==> src/rtl/cpm_fifo_arb_ctrl_if.sv <==
// Handshake bundle between the CPM FIFO arbiter/sequencer, its producers, the FIFO and the consumer.
// master = the controller side, slave = the surrounding producers/FIFO/consumer.
interface cpm_fifo_arb_ctrl_if #(
   parameter int unsigned NUM_REQ    = 4,
   parameter int unsigned DATA_WIDTH = 64,
   parameter int unsigned ADDR_WIDTH = 4
);
   logic [NUM_REQ-1:0]            req_valid;
   logic [NUM_REQ*DATA_WIDTH-1:0] req_data;
   logic [NUM_REQ-1:0]            req_ready;
   logic                          fifo_push;
   logic [DATA_WIDTH-1:0]         fifo_data_in;
   logic                          fifo_Reset;
   logic                          fifo_pop;
   logic                          fifo_full;
   logic                          fifo_empty;
   logic [ADDR_WIDTH:0]           fifo_count;
   logic                          cons_ready;

   modport master (
      input  req_valid, req_data, fifo_full, fifo_empty, fifo_count, cons_ready,
      output req_ready, fifo_push, fifo_data_in, fifo_Reset, fifo_pop
   );

   modport slave (
      output req_valid, req_data, fifo_full, fifo_empty, fifo_count, cons_ready,
      input  req_ready, fifo_push, fifo_data_in, fifo_Reset, fifo_pop
   );
endinterface

==> src/rtl/cpm_fifo_arb_ctrl.sv <==
// Round-robin write arbiter and burst read sequencer for one shared zero-latency CPM FIFO.
// Optional feature macro CPM_ARB_PERF_EN adds a saturating stall_cnt output.
module cpm_fifo_arb_ctrl #(
   parameter int unsigned NUM_REQ    = 4,
   parameter int unsigned DATA_WIDTH = 64,
   parameter int unsigned ADDR_WIDTH = 4,
   parameter int unsigned BURST_LEN  = 8
) (
   input  logic                       clk,
   input  logic                       rst_n,
   input  logic                       clear,
   input  logic                       flush,
   cpm_fifo_arb_ctrl_if.master        bus,
   output logic                       burst_start,
   output logic                       burst_done,
   output logic                       busy,
   output logic [$clog2(NUM_REQ)-1:0] grant_id
`ifdef CPM_ARB_PERF_EN
   ,
   output logic [15:0]                stall_cnt
`endif
);

   localparam int unsigned GntW = $clog2(NUM_REQ);
   localparam int unsigned CntW = ADDR_WIDTH + 1;
   localparam logic [CntW-1:0] BurstLenC = CntW'(BURST_LEN);

   typedef enum logic [2:0] {StIdle, StStart, StBurst, StDone, StClear} state_e;

   state_e          state_q;
   logic [GntW-1:0] rr_ptr_q;
   logic [GntW-1:0] rr_next;
   logic            flush_pend_q;
   logic [CntW-1:0] pop_cnt_q;
   logic [CntW-1:0] blen_q;
   logic [CntW-1:0] blen_d;
   logic            start_cond;

   logic [GntW-1:0] grant;
   logic [GntW-1:0] cand;
   logic            any_valid;
   logic            push_ok;

   // Search upward from rr_ptr, wrapping, for the first valid requester.
   always_comb begin
      grant     = '0;
      any_valid = 1'b0;
      cand      = '0;
      for (int unsigned k = 0; k < NUM_REQ; k++) begin
         cand = GntW'((32'(rr_ptr_q) + k) % NUM_REQ);
         if (!any_valid && bus.req_valid[cand]) begin
            any_valid = 1'b1;
            grant     = cand;
         end
      end
   end

   assign push_ok = any_valid && !bus.fifo_full && (state_q != StClear);

   always_comb begin
      bus.req_ready = '0;
      if (push_ok) begin
         bus.req_ready[grant] = 1'b1;
      end
   end

   assign bus.fifo_push    = |(bus.req_valid & bus.req_ready);
   assign bus.fifo_data_in = bus.req_data[32'(grant) * DATA_WIDTH +: DATA_WIDTH];
   assign grant_id         = grant;
   assign rr_next          = (32'(grant) == NUM_REQ - 1) ? '0 : grant + 1'b1;

   // Pops are not gated by clear: the pop in the same cycle as clear still completes.
   assign bus.fifo_pop   = (state_q == StBurst) && bus.cons_ready && !bus.fifo_empty;
   assign bus.fifo_Reset = (state_q == StClear);
   assign busy           = (state_q != StIdle);

   assign start_cond = (bus.fifo_count >= BurstLenC) || (flush_pend_q && !bus.fifo_empty);
   assign blen_d     = (bus.fifo_count < BurstLenC) ? bus.fifo_count : BurstLenC;

   always_ff @(posedge clk) begin
      if (!rst_n) begin
         state_q      <= StIdle;
         rr_ptr_q     <= '0;
         flush_pend_q <= 1'b0;
         pop_cnt_q    <= '0;
         blen_q       <= '0;
         burst_start  <= 1'b0;
         burst_done   <= 1'b0;
      end else begin
         burst_start <= 1'b0;
         burst_done  <= 1'b0;

         if (bus.fifo_push) begin
            rr_ptr_q <= rr_next;
         end

         if (clear || state_q == StClear) begin
            flush_pend_q <= 1'b0;
         end else if (flush) begin
            flush_pend_q <= 1'b1;
         end else if (state_q == StIdle && bus.fifo_empty) begin
            flush_pend_q <= 1'b0;
         end

         if (clear) begin
            state_q   <= StClear;
            pop_cnt_q <= '0;
         end else begin
            unique case (state_q)
               StIdle: begin
                  if (start_cond) begin
                     state_q     <= StStart;
                     blen_q      <= blen_d;
                     burst_start <= 1'b1;
                  end
               end
               StStart: state_q <= StBurst;
               StBurst: begin
                  if (bus.fifo_pop) begin
                     if (pop_cnt_q == blen_q - 1'b1) begin
                        state_q    <= StDone;
                        pop_cnt_q  <= '0;
                        burst_done <= 1'b1;
                     end else begin
                        pop_cnt_q <= pop_cnt_q + 1'b1;
                     end
                  end
               end
               StDone: state_q <= StIdle;
               StClear: begin
                  state_q   <= StIdle;
                  pop_cnt_q <= '0;
               end
               default: state_q <= StIdle;
            endcase
         end
      end
   end

`ifdef CPM_ARB_PERF_EN
   always_ff @(posedge clk) begin
      if (!rst_n) begin
         stall_cnt <= '0;
      end else if (state_q == StClear) begin
         stall_cnt <= '0;
      end else if (|bus.req_valid && bus.fifo_full && stall_cnt != 16'hFFFF) begin
         stall_cnt <= stall_cnt + 16'd1;
      end
   end
`endif

endmodule
==> src/flat_wrapper.sv <==
// flat-port wrapper written by rule: the top's interface ports become plain ports
module cpm_fifo_arb_ctrl_flat 
#(
   parameter int unsigned NUM_REQ    = 4,
   parameter int unsigned DATA_WIDTH = 64,
   parameter int unsigned ADDR_WIDTH = 4,
   parameter int unsigned BURST_LEN  = 8
)
  (clk, rst_n, clear, flush, burst_start, burst_done, busy, grant_id, bus_req_valid, bus_req_data, bus_fifo_full, bus_fifo_empty, bus_fifo_count, bus_cons_ready, bus_req_ready, bus_fifo_push, bus_fifo_data_in, bus_fifo_Reset, bus_fifo_pop);
  cpm_fifo_arb_ctrl_if #(.NUM_REQ(NUM_REQ), .DATA_WIDTH(DATA_WIDTH), .ADDR_WIDTH(ADDR_WIDTH)) bus_i ();
  input  logic clk;
  input  logic rst_n;
  input  logic clear;
  input  logic flush;
  output logic burst_start;
  output logic burst_done;
  output logic busy;
  output logic [$clog2(NUM_REQ)-1:0] grant_id;
  input wire logic [$bits(bus_i.req_valid)-1:0] bus_req_valid;
  input wire logic [$bits(bus_i.req_data)-1:0] bus_req_data;
  input wire logic [$bits(bus_i.fifo_full)-1:0] bus_fifo_full;
  input wire logic [$bits(bus_i.fifo_empty)-1:0] bus_fifo_empty;
  input wire logic [$bits(bus_i.fifo_count)-1:0] bus_fifo_count;
  input wire logic [$bits(bus_i.cons_ready)-1:0] bus_cons_ready;
  output wire logic [$bits(bus_i.req_ready)-1:0] bus_req_ready;
  output wire logic [$bits(bus_i.fifo_push)-1:0] bus_fifo_push;
  output wire logic [$bits(bus_i.fifo_data_in)-1:0] bus_fifo_data_in;
  output wire logic [$bits(bus_i.fifo_Reset)-1:0] bus_fifo_Reset;
  output wire logic [$bits(bus_i.fifo_pop)-1:0] bus_fifo_pop;
  assign bus_i.req_valid = bus_req_valid;
  assign bus_i.req_data = bus_req_data;
  assign bus_i.fifo_full = bus_fifo_full;
  assign bus_i.fifo_empty = bus_fifo_empty;
  assign bus_i.fifo_count = bus_fifo_count;
  assign bus_i.cons_ready = bus_cons_ready;
  assign bus_req_ready = bus_i.req_ready;
  assign bus_fifo_push = bus_i.fifo_push;
  assign bus_fifo_data_in = bus_i.fifo_data_in;
  assign bus_fifo_Reset = bus_i.fifo_Reset;
  assign bus_fifo_pop = bus_i.fifo_pop;
  cpm_fifo_arb_ctrl #(.NUM_REQ(NUM_REQ), .DATA_WIDTH(DATA_WIDTH), .ADDR_WIDTH(ADDR_WIDTH), .BURST_LEN(BURST_LEN)) u_core (.clk(clk), .rst_n(rst_n), .clear(clear), .flush(flush), .bus(bus_i), .burst_start(burst_start), .burst_done(burst_done), .busy(busy), .grant_id(grant_id));
endmodule
==> config.mk <==
export PLATFORM = sky130hd
export DESIGN_NAME = cpm_fifo_arb_ctrl_flat
export DESIGN_NICKNAME = d
export VERILOG_FILES = /design/src/rtl/cpm_fifo_arb_ctrl_if.sv /design/src/rtl/cpm_fifo_arb_ctrl.sv /design/src/flat_wrapper.sv
export SDC_FILE = /design/constraint.sdc
export NUM_CORES = 1
export LEC_CHECK = 0
export BUFFER_PORTS_ARGS = -buffer_cell sky130_fd_sc_hd__buf_2
export CAP_MARGIN = 20
export CORE_AREA = 10 10 127 129
export CTS_BUF_LIST = sky130_fd_sc_hd__clkbuf_16
export CTS_CLUSTER_DIAMETER = 50
export DETAILED_ROUTE_END_ITERATION = 7
export DIE_AREA = 0 0 137 139
export MAX_ROUTING_LAYER = met4
export PLACE_DENSITY_LB_ADDON = 0.2
export SLEW_MARGIN = 15
export SYNTH_ARGS = -nofsm -noshare
export SYNTH_HDL_FRONTEND = slang
export SYNTH_SLANG_ARGS = --single-unit
==> constraint.sdc <==
create_clock -name clk -period 2.3 [get_ports clk]
set_input_delay 0.23 -clock clk [delete_from_list [all_inputs] [get_ports clk]]
set_output_delay 0.23 -clock clk [all_outputs]
set_load 0.02 [all_outputs]
==> summary.md, run 1 <==
| Metric | Value |
|---|---|
| Status | `completed` |
| Clock latency of the later-clocked register in the worst-skew pair | `around 0.25 ns` |
| Primary flip-flop cell chosen by synthesis mapping | `dfxtp_1` |
| Yosys Warn Count | `0` |
| Type of the worst min-delay path | `in -> reg` |
| Overflow after GRT | `0` |
| Register area share after synthesis | `0.114` |
| Area of the die | `0.0190 mm^2` |
| Number of global-route vias before repair | `4440` |
| Detailed-route wire length per cell | `22.8 um` |
| Residual antenna-violating net count after detailed routing | `0` |
| GP Congestion | `~0.93` |
| Place WS | `between 0.09 and 0.1 ns` |
| Maxcap violations | `0` |
| Sequence of cells on the critical path | `mux2i_1 -> nor2_1 -> nor3_4 -> buf_12 -> buf_6 -> buf_12 -> mux2i_2 -> buf_2` |
| Nets | `970` |
| Synth Area in Compound Gates | `0.0691` |
| Pins over their slew limit | `0` |
| Crit path setup slack, layout | `around 0.041 ns` |
| Clock buffers created by TritonCTS | `3` |
| # H-tree levels | `1` |
| Number of distinct standard cells referenced by the synthesized netlist | `43` |
| Worst Max-Slew Pin Slew | `between 0.4 and 0.5 ns` |
| Average footprint of a synthesized cell | `9.21 um^2` |
| Violation count after the first detailed-route iteration | `~170` |
| Pin count of the biggest net entering global routing | `36` |
| Most Frequent Cell on Critical Path | `buf_12` |
| Type of the worst setup path | `reg -> out` |
| Total standard cell area after synthesis | `0.00317 mm^2` |
| Total wire length after detailed routing | `around 20 mm` |
| Worst R2R Start | `u_core.rr_ptr_q[1]` |
| Via Count | `approximately 4000` |
| Final Hold Violating Endpoints | `0` |
| Number of top-level pins | `348` |
| Startpoint types | `flop` |
| DIE WIDTH | `~140 um` |
| Unrepaired setup endpoints after global routing | `true` |
| Leakage | `2.83 nW` |
| Die Y | `139 um` |
| Data arrival time of the worst path | `~2 ns` |
| CP required | `approximately 2.1 ns` |
| Final core area utilization | `0.408` |
| Drt drc | `0` |
| Achievable clock frequency | `around 0.44 GHz` |
| EDFF count, synth | `0` |
| Area share of xor/xnor cells in the synthesized design | `0.0221` |
| Minimum setup slack among reg-to-reg paths | `0.17 ns` |
| Cell count after synthesis | `344` |
| Share of cell area taken by muxes after synthesis | `0.610` |
| Tightest hold margin | `between 0.2 and 0.25 ns` |
| Pwr Density | `~470 mW/mm^2` |
| Worst hold path cell count | `3` |
| Share of synthesized cell area in and, or, nand and nor gates | `0.0952` |
| Depth of the most critical reg-to-reg path | `10` |
| Kind of end point of the critical path | `output port` |
| Longest individual stage delay on the worst path | `approximately 0.38 ns` |
| Synthesized netlist net count | `620` |
| Buffer depth of the longest clock path | `2` |
| CTS Root Buffer Type | `clkbuf_16` |
| Worst rel slew slack | `0.690` |
| Hold wc startpoint | `bus_fifo_count[2]` |
| Number of search-and-repair iterations in the first detailed-routing pass | `4` |
| Post-layout instance count excluding filler cells | `around 880` |
| Leading cell type in the layout, fill and taps excluded | `buf_2` |
| Initial Util | `0.232` |
| CTS tree | `done` |
| Antenna violations before repair | `6` |
| Area share of fa/ha/maj cells after synthesis | `0.0158` |
| Layout overhead on the synthesized area | `76.0%` |
| Global-route usage over all layers | `0.193` |
| Via-to-Cell Ratio | `4.54` |
| Total number of placement rows | `between 40 and 50` |
| Main combinational cell family by area after synthesis | `multiplexers` |
| Endpoint of the worst hold-timing path | `u_core.blen_q[2]` |
| Finish-stage setup viols | `0` |
| Leading cell types in the layout, fill and taps excluded | `buf_2, mux2i_1, dfxtp_1` |
| Number of input and output port buffers inserted | `347` |
| Core box area | `around 0.014 mm^2` |
| First-pass GRT wire length | `27.0 mm` |
| Worst Skew | `0.00232 ns` |
| Fraction of the cycle the final worst path needs | `0.982` |
| Slowest stage cell on the critical path | `dfxtp_4` |
| Proportion of synthesized flip-flops having asynchronous set or reset | `0` |
| Largest fanout of any net on the critical path | `12` |
| Post-synthesis register bit count | `18` |
| Clock-pin slew on the worst setup and hold paths | `about 0.050 ns` |
| Half-perimeter wire length after detailed placement | `roughly 17 mm` |
| Maximum vdd drop | `230 uV` |
| Final period demand of the worst path | `2.26 ns` |
| Share of final-layout standard cells stronger than drive strength 1 | `0.563` |
| Total design power | `~0.0026 W` |
| Capture instance of the worst register-to-register path | `u_core.rr_ptr_q[1]` |
| Num Clock Sinks | `18` |
| Total instance count after detailed placement | `approximately 850` |
==> synth_stat cells, types with 2 or more instances <==
library cell,n,area [um^2]
nor2_1,11,41.3
buf_2,10,50.1
a21oi_1,10,50.1
o22a_1,2,17.5
and2_1,4,25.0
nand4_1,2,12.5
inv_1,6,22.5
a32oi_1,2,17.5
ha_1,4,50.1
a22oi_1,2,15.0
dfxtp_1,18,360
buf_4,2,15.0
nor3_1,10,50.1
nand2_1,6,22.5
buf_6,11,124
nand3_1,7,35.0
and3_1,3,18.8
mux2i_1,193,1930
xnor2_1,5,43.8
inv_2,3,11.3
nand2b_1,3,18.8
or3_1,3,18.8
o21ai_1,3,15.0
xor2_1,3,26.3
a211oi_1,3,22.5
==> where the power goes <==
group / total (W) / internal (W) / switching, W
Clock: 0.000359 / 0.000232 / 0.000128
Sequential: 0.000335 / 0.000323 / 0.0000118
Combinational: 0.00191 / 0.000900 / 0.00101
Total: 0.00260 / 0.00146 / 0.00115
==> flip-flops by register name, indices dropped and copies added (netlist names) <==
| register | flops |
|---|---|
| u_core.rr_ptr_q | 2 |
| u_core.pop_cnt_q | 5 |
| u_core.burst_start | 1 |
| u_core.burst_done | 1 |
| u_core.flush_pend_q | 1 |
| u_core.blen_q | 5 |
| u_core.state_q | 3 |
==> layout make-up <==
type / count / area (um^2)
antenna: 6 / 15.0
clock buffer: 3 / 75.1
clock inverter: 1 / 3.75
fill: 1465 / 8090
inverter: 9 / 33.8
multi-input combinational: 293 / 2650
sequential: 18 / 365
tap: 180 / 225
timing repair buffer: 369 / 2210
==> per-layer routing <==
layer,track usage,vias to the layer above,share of wire
li1,-,2012,-
met1,0.198,1828,0.37
met2,0.360,145,0.56
met3,0.0478,6,0.065
met4,0.0344,0,0.0022
met5,-,-,0
==> critical path, delay by kind of cell (launching register included) <==
kind / cells / cell delay (ns)
buffers and inverters: 4 / 0.64
multiplexers: 2 / 0.44
flip-flops: 1 / 0.38
AND/OR/NAND/NOR: 2 / 0.32
==> what timing repair did <==
item,in CTS,in global routing
pin swaps,2,4
endpoints found under the setup margin,47,59
resized for setup,12,19
hold buffers,0,0
gates cloned,3,6
setup buffers,0,7
==> stage by stage <==
stage / cell area (um^2) / TNS, ns
6_report: 5570 / 0
4_1_cts: 5290 / -0.0945
3_5_place_dp: 5070 / 0
2_1_floorplan: 3170 / 0
3_3_place_gp: 5070 / 0
5_1_grt: 5570 / -1.09
==> how the worst max path moves through the flow <==
| stage | start | end | slack [ns] | cells past startpoint |
|---|---|---|---|---|
| floorplan | u_core.rr_ptr_q[1] | u_core.rr_ptr_q[1] | 0.20 | 11 |
| global placement | u_core.rr_ptr_q[1] | u_core.rr_ptr_q[1] | 0.13 | 9 |
| detailed placement | u_core.rr_ptr_q[0] | bus_fifo_data_in[20] | 0.09 | 7 |
| CTS | u_core.rr_ptr_q[1] | bus_fifo_data_in[31] | -0.01 | 7 |
| global route | u_core.rr_ptr_q[1] | bus_fifo_push | -0.07 | 9 |
| finish | u_core.rr_ptr_q[1] | bus_fifo_data_in[4] | 0.04 | 8 |
==> cells by family (layout without fill, tap and decap cells) <==
group                    after synthesis  in the layout
multiplexers                         193            193
AND/OR/NAND/NOR                       55             55
XOR/XNOR                               8              8
flip-flops                            18             18
other                                  0              6
AO/OA/AOI/OAI                         32             33
buffers and inverters                 34            382
adder cells (fa/ha/maj)                4              4
(Power assumes the default switching activity.)
==> inputs of run 2 (changes only) <==
- MAX_ROUTING_LAYER: met4 -> default
==> summary.md, run 2 (synthesis gave the netlist of run 1 again) <==
| Metric | Value |
|---|---|
| Final Hold Violating Endpoints | `0 (unchanged)` |
| Total number of placement rows | `43 (unchanged)` |
| Core box area | `0.0137 mm^2 (unchanged)` |
| # H-tree levels | `1 (unchanged)` |
| Nets | `965 (-0.52%)` |
| Clock latency of the later-clocked register in the worst-skew pair | `0.25 ns (about the same)` |
| CTS tree | `done` |
| Placed cell areas | `0.00504 mm^2 (-0.64%)` |
| Pin count of the biggest net entering global routing | `40 (+11%)` |
| Largest fanout of any net on the critical path | `11 (-1)` |
| Die Y | `139 um (unchanged)` |
| Drt drc | `0 (unchanged)` |
| Number of input and output port buffers inserted | `347 (unchanged)` |
| Total wire length after detailed routing | `19.7 mm (-1.7%)` |
| Overflow after GRT | `0 (unchanged)` |
| Crit path setup slack, layout | `0.0185 ns (-0.0222 ns)` |
| Buffer depth of the longest clock path | `2 (unchanged)` |
| CTS hold repair buffers | `0 (unchanged)` |
| Initial Util | `0.232 (unchanged)` |
| CP required | `2.07 ns (about the same)` |
| Number of search-and-repair iterations in the first detailed-routing pass | `4 (unchanged)` |
| Maximum vdd drop | `220 uV (-4.3%)` |
| Slowest stage cell on the critical path | `dfxtp_4` |
| Leakage | `2.78 nW (-2.1%)` |
| Number of top-level pins | `348 (unchanged)` |
| Leading cell type in the layout, fill and taps excluded | `buf_2` |
| Pins over their slew limit | `0 (unchanged)` |
| Antenna violations before repair | `7 (+1)` |
| Number of global-route vias before repair | `4355 (-1.9%)` |
| Leading cell types in the layout, fill and taps excluded | `buf_2, mux2i_1, dfxtp_1` |
| Type of the worst min-delay path | `in -> reg` |
| Data arrival time of the worst path | `2.05 ns (+0.02 ns)` |
| DIE WIDTH | `137 um (unchanged)` |
| Number of buffers and inverters on the critical path | `2 (-2)` |
| Tightest hold margin | `0.226 ns (-0.00729 ns)` |
| Global-route usage over all layers | `0.184 (-0.00831)` |
| Most Frequent Cell on Critical Path | `buf_4` |
| Worst rel slew slack | `0.688 (-0.00135)` |
| Maxcap violations | `0 (unchanged)` |
| Num Clock Sinks | `18 (unchanged)` |
| First-pass GRT wire length | `26.8 mm (-0.79%)` |
| Half-perimeter wire length after detailed placement | `16.9 mm (-0.44%)` |
| Violation count after the first detailed-route iteration | `169 (+0.60%)` |
| Worst Skew | `0.00188 ns (-0.000442 ns)` |
| CTS Root Buffer Type | `clkbuf_16` |
| Pwr Density | `465 mW/mm^2 (-0.49%)` |
| Biggest regs | `u_core.blen_q: 5 flops, u_core.pop_cnt_q: 5 flops, u_core.state_q: 3 flops` |
| Worst Max-Slew Pin Slew | `0.464 ns (+0.00271 ns)` |
| Kind of cell adding the most delay to the critical path | `multiplexers` |
| Final period demand of the worst path | `2.28 ns (+0.0222 ns)` |
| Kind of end point of the critical path | `output port` |
| Clock buffers created by TritonCTS | `3 (unchanged)` |
| Residual antenna-violating net count after detailed routing | `0 (unchanged)` |
| Via Count | `4022 (+0.78%)` |
| Detailed-route wire length per cell | `22.6 um (-0.97%)` |
| Achievable clock frequency | `0.438 GHz (-0.97%)` |
| Startpoint types | `flop` |
| Post-route cell area | `0.00542 mm^2 (-2.8%)` |
| Place WS | `-0.0177 ns (-0.108 ns)` |
| Share of final-layout standard cells stronger than drive strength 1 | `0.560 (-0.00318)` |
| Layout overhead on the synthesized area | `71.2%` |
| Via-to-Cell Ratio | `4.61 (+1.5%)` |
| Longest individual stage delay on the worst path | `0.37 ns (about the same)` |
| GP Congestion | `1.00 (+7.5%)` |
| Fraction of the cycle the final worst path needs | `0.992 (+0.00965)` |
| Clock-pin slew on the worst setup and hold paths | `0.05 ns (about the same)` |
| Area of the die | `0.0190 mm^2 (unchanged)` |
| Finish-stage setup viols | `0 (unchanged)` |
| Type of the worst setup path | `reg -> out` |
| Sequence of cells on the critical path | `mux2i_2 -> nor2_2 -> nor3_4 -> buf_4 -> mux2i_1 -> buf_4` |
| Status | `completed` |
## run 2: what timing repair did
item | 4_1_cts | 5_1_grt
pin swaps | 2 | 4
resized for setup | 6 | 25
gates cloned | 1 | 7
endpoints found under the hold margin | 0 | 0
setup buffers | 0 | 3
endpoints found under the setup margin | 67 | 59
## run 2: where the power goes
| part | total [W] | internal (W) | leakage, nW | switching (W) |
|---|---|---|---|---|
| logic | 0.00183 | 0.000835 | 2.59 | 0.000990 |
| clock network | 0.000358 | 0.000232 | 0.0386 | 0.000126 |
| registers | 0.000335 | 0.000323 | 0.147 | 0.0000114 |
| total | 0.00252 | 0.00139 | 2.78 | 0.00113 |
## run 2: layer usage
layer	GRT usage	share of wire	vias up
met5	0	0.0014	-
met4	0.0427	0.015	4
met3	0.0761	0.094	21
met2	0.345	0.54	175
met1	0.181	0.35	1821
li1	-	-	2001
## run 2: worst paths after layout
kind | from | cells past startpoint | to | slack, ns
worst max-delay path | u_core.rr_ptr_q[1] | 6 | bus_fifo_data_in[19] | 0.02
worst min-delay path | flush | 3 | u_core.flush_pend_q | 0.23
worst max register to register | u_core.rr_ptr_q[1] | 9 | u_core.rr_ptr_q[1] | 0.23
worst min register to register | u_core.blen_q[1] | 2 | u_core.blen_q[1] | 0.49
## run 2: area by class of cell
type,instances,area (um^2)
clock inverters,1,3.75
fillers,1470,8250
multi-input cells,293,2640
inverters,9,33.8
clock buffers,3,75.1
flip-flops and latches,18,365
well taps,180,225
repair buffers,364,2070
diodes,5,12.5
## run 2: stage by stage
step / util / power [W] / cells / TNS [ns]
after floorplan: - / 0.00140 / 344 / 0
after global placement: 0.369 / 0.00199 / 853 / 0
after detailed placement: 0.369 / 0.00201 / 853 / -0.0177
after CTS: 0.379 / 0.00241 / 858 / 0
after global routing: 0.396 / 0.00266 / 872 / -0.000578
final: 0.397 / 0.00252 / 873 / 0
## run 2: worst reg2reg max path: stages, from the launching register on
cell      delay, ns
dfxtp_4        0.37
mux2i_2        0.23
nor2_2         0.08
nor3_4         0.27
inv_2          0.07
ha_1           0.22
a22oi_2        0.19
o221ai_1       0.20
a21bo_1        0.23
a21oi_1        0.15
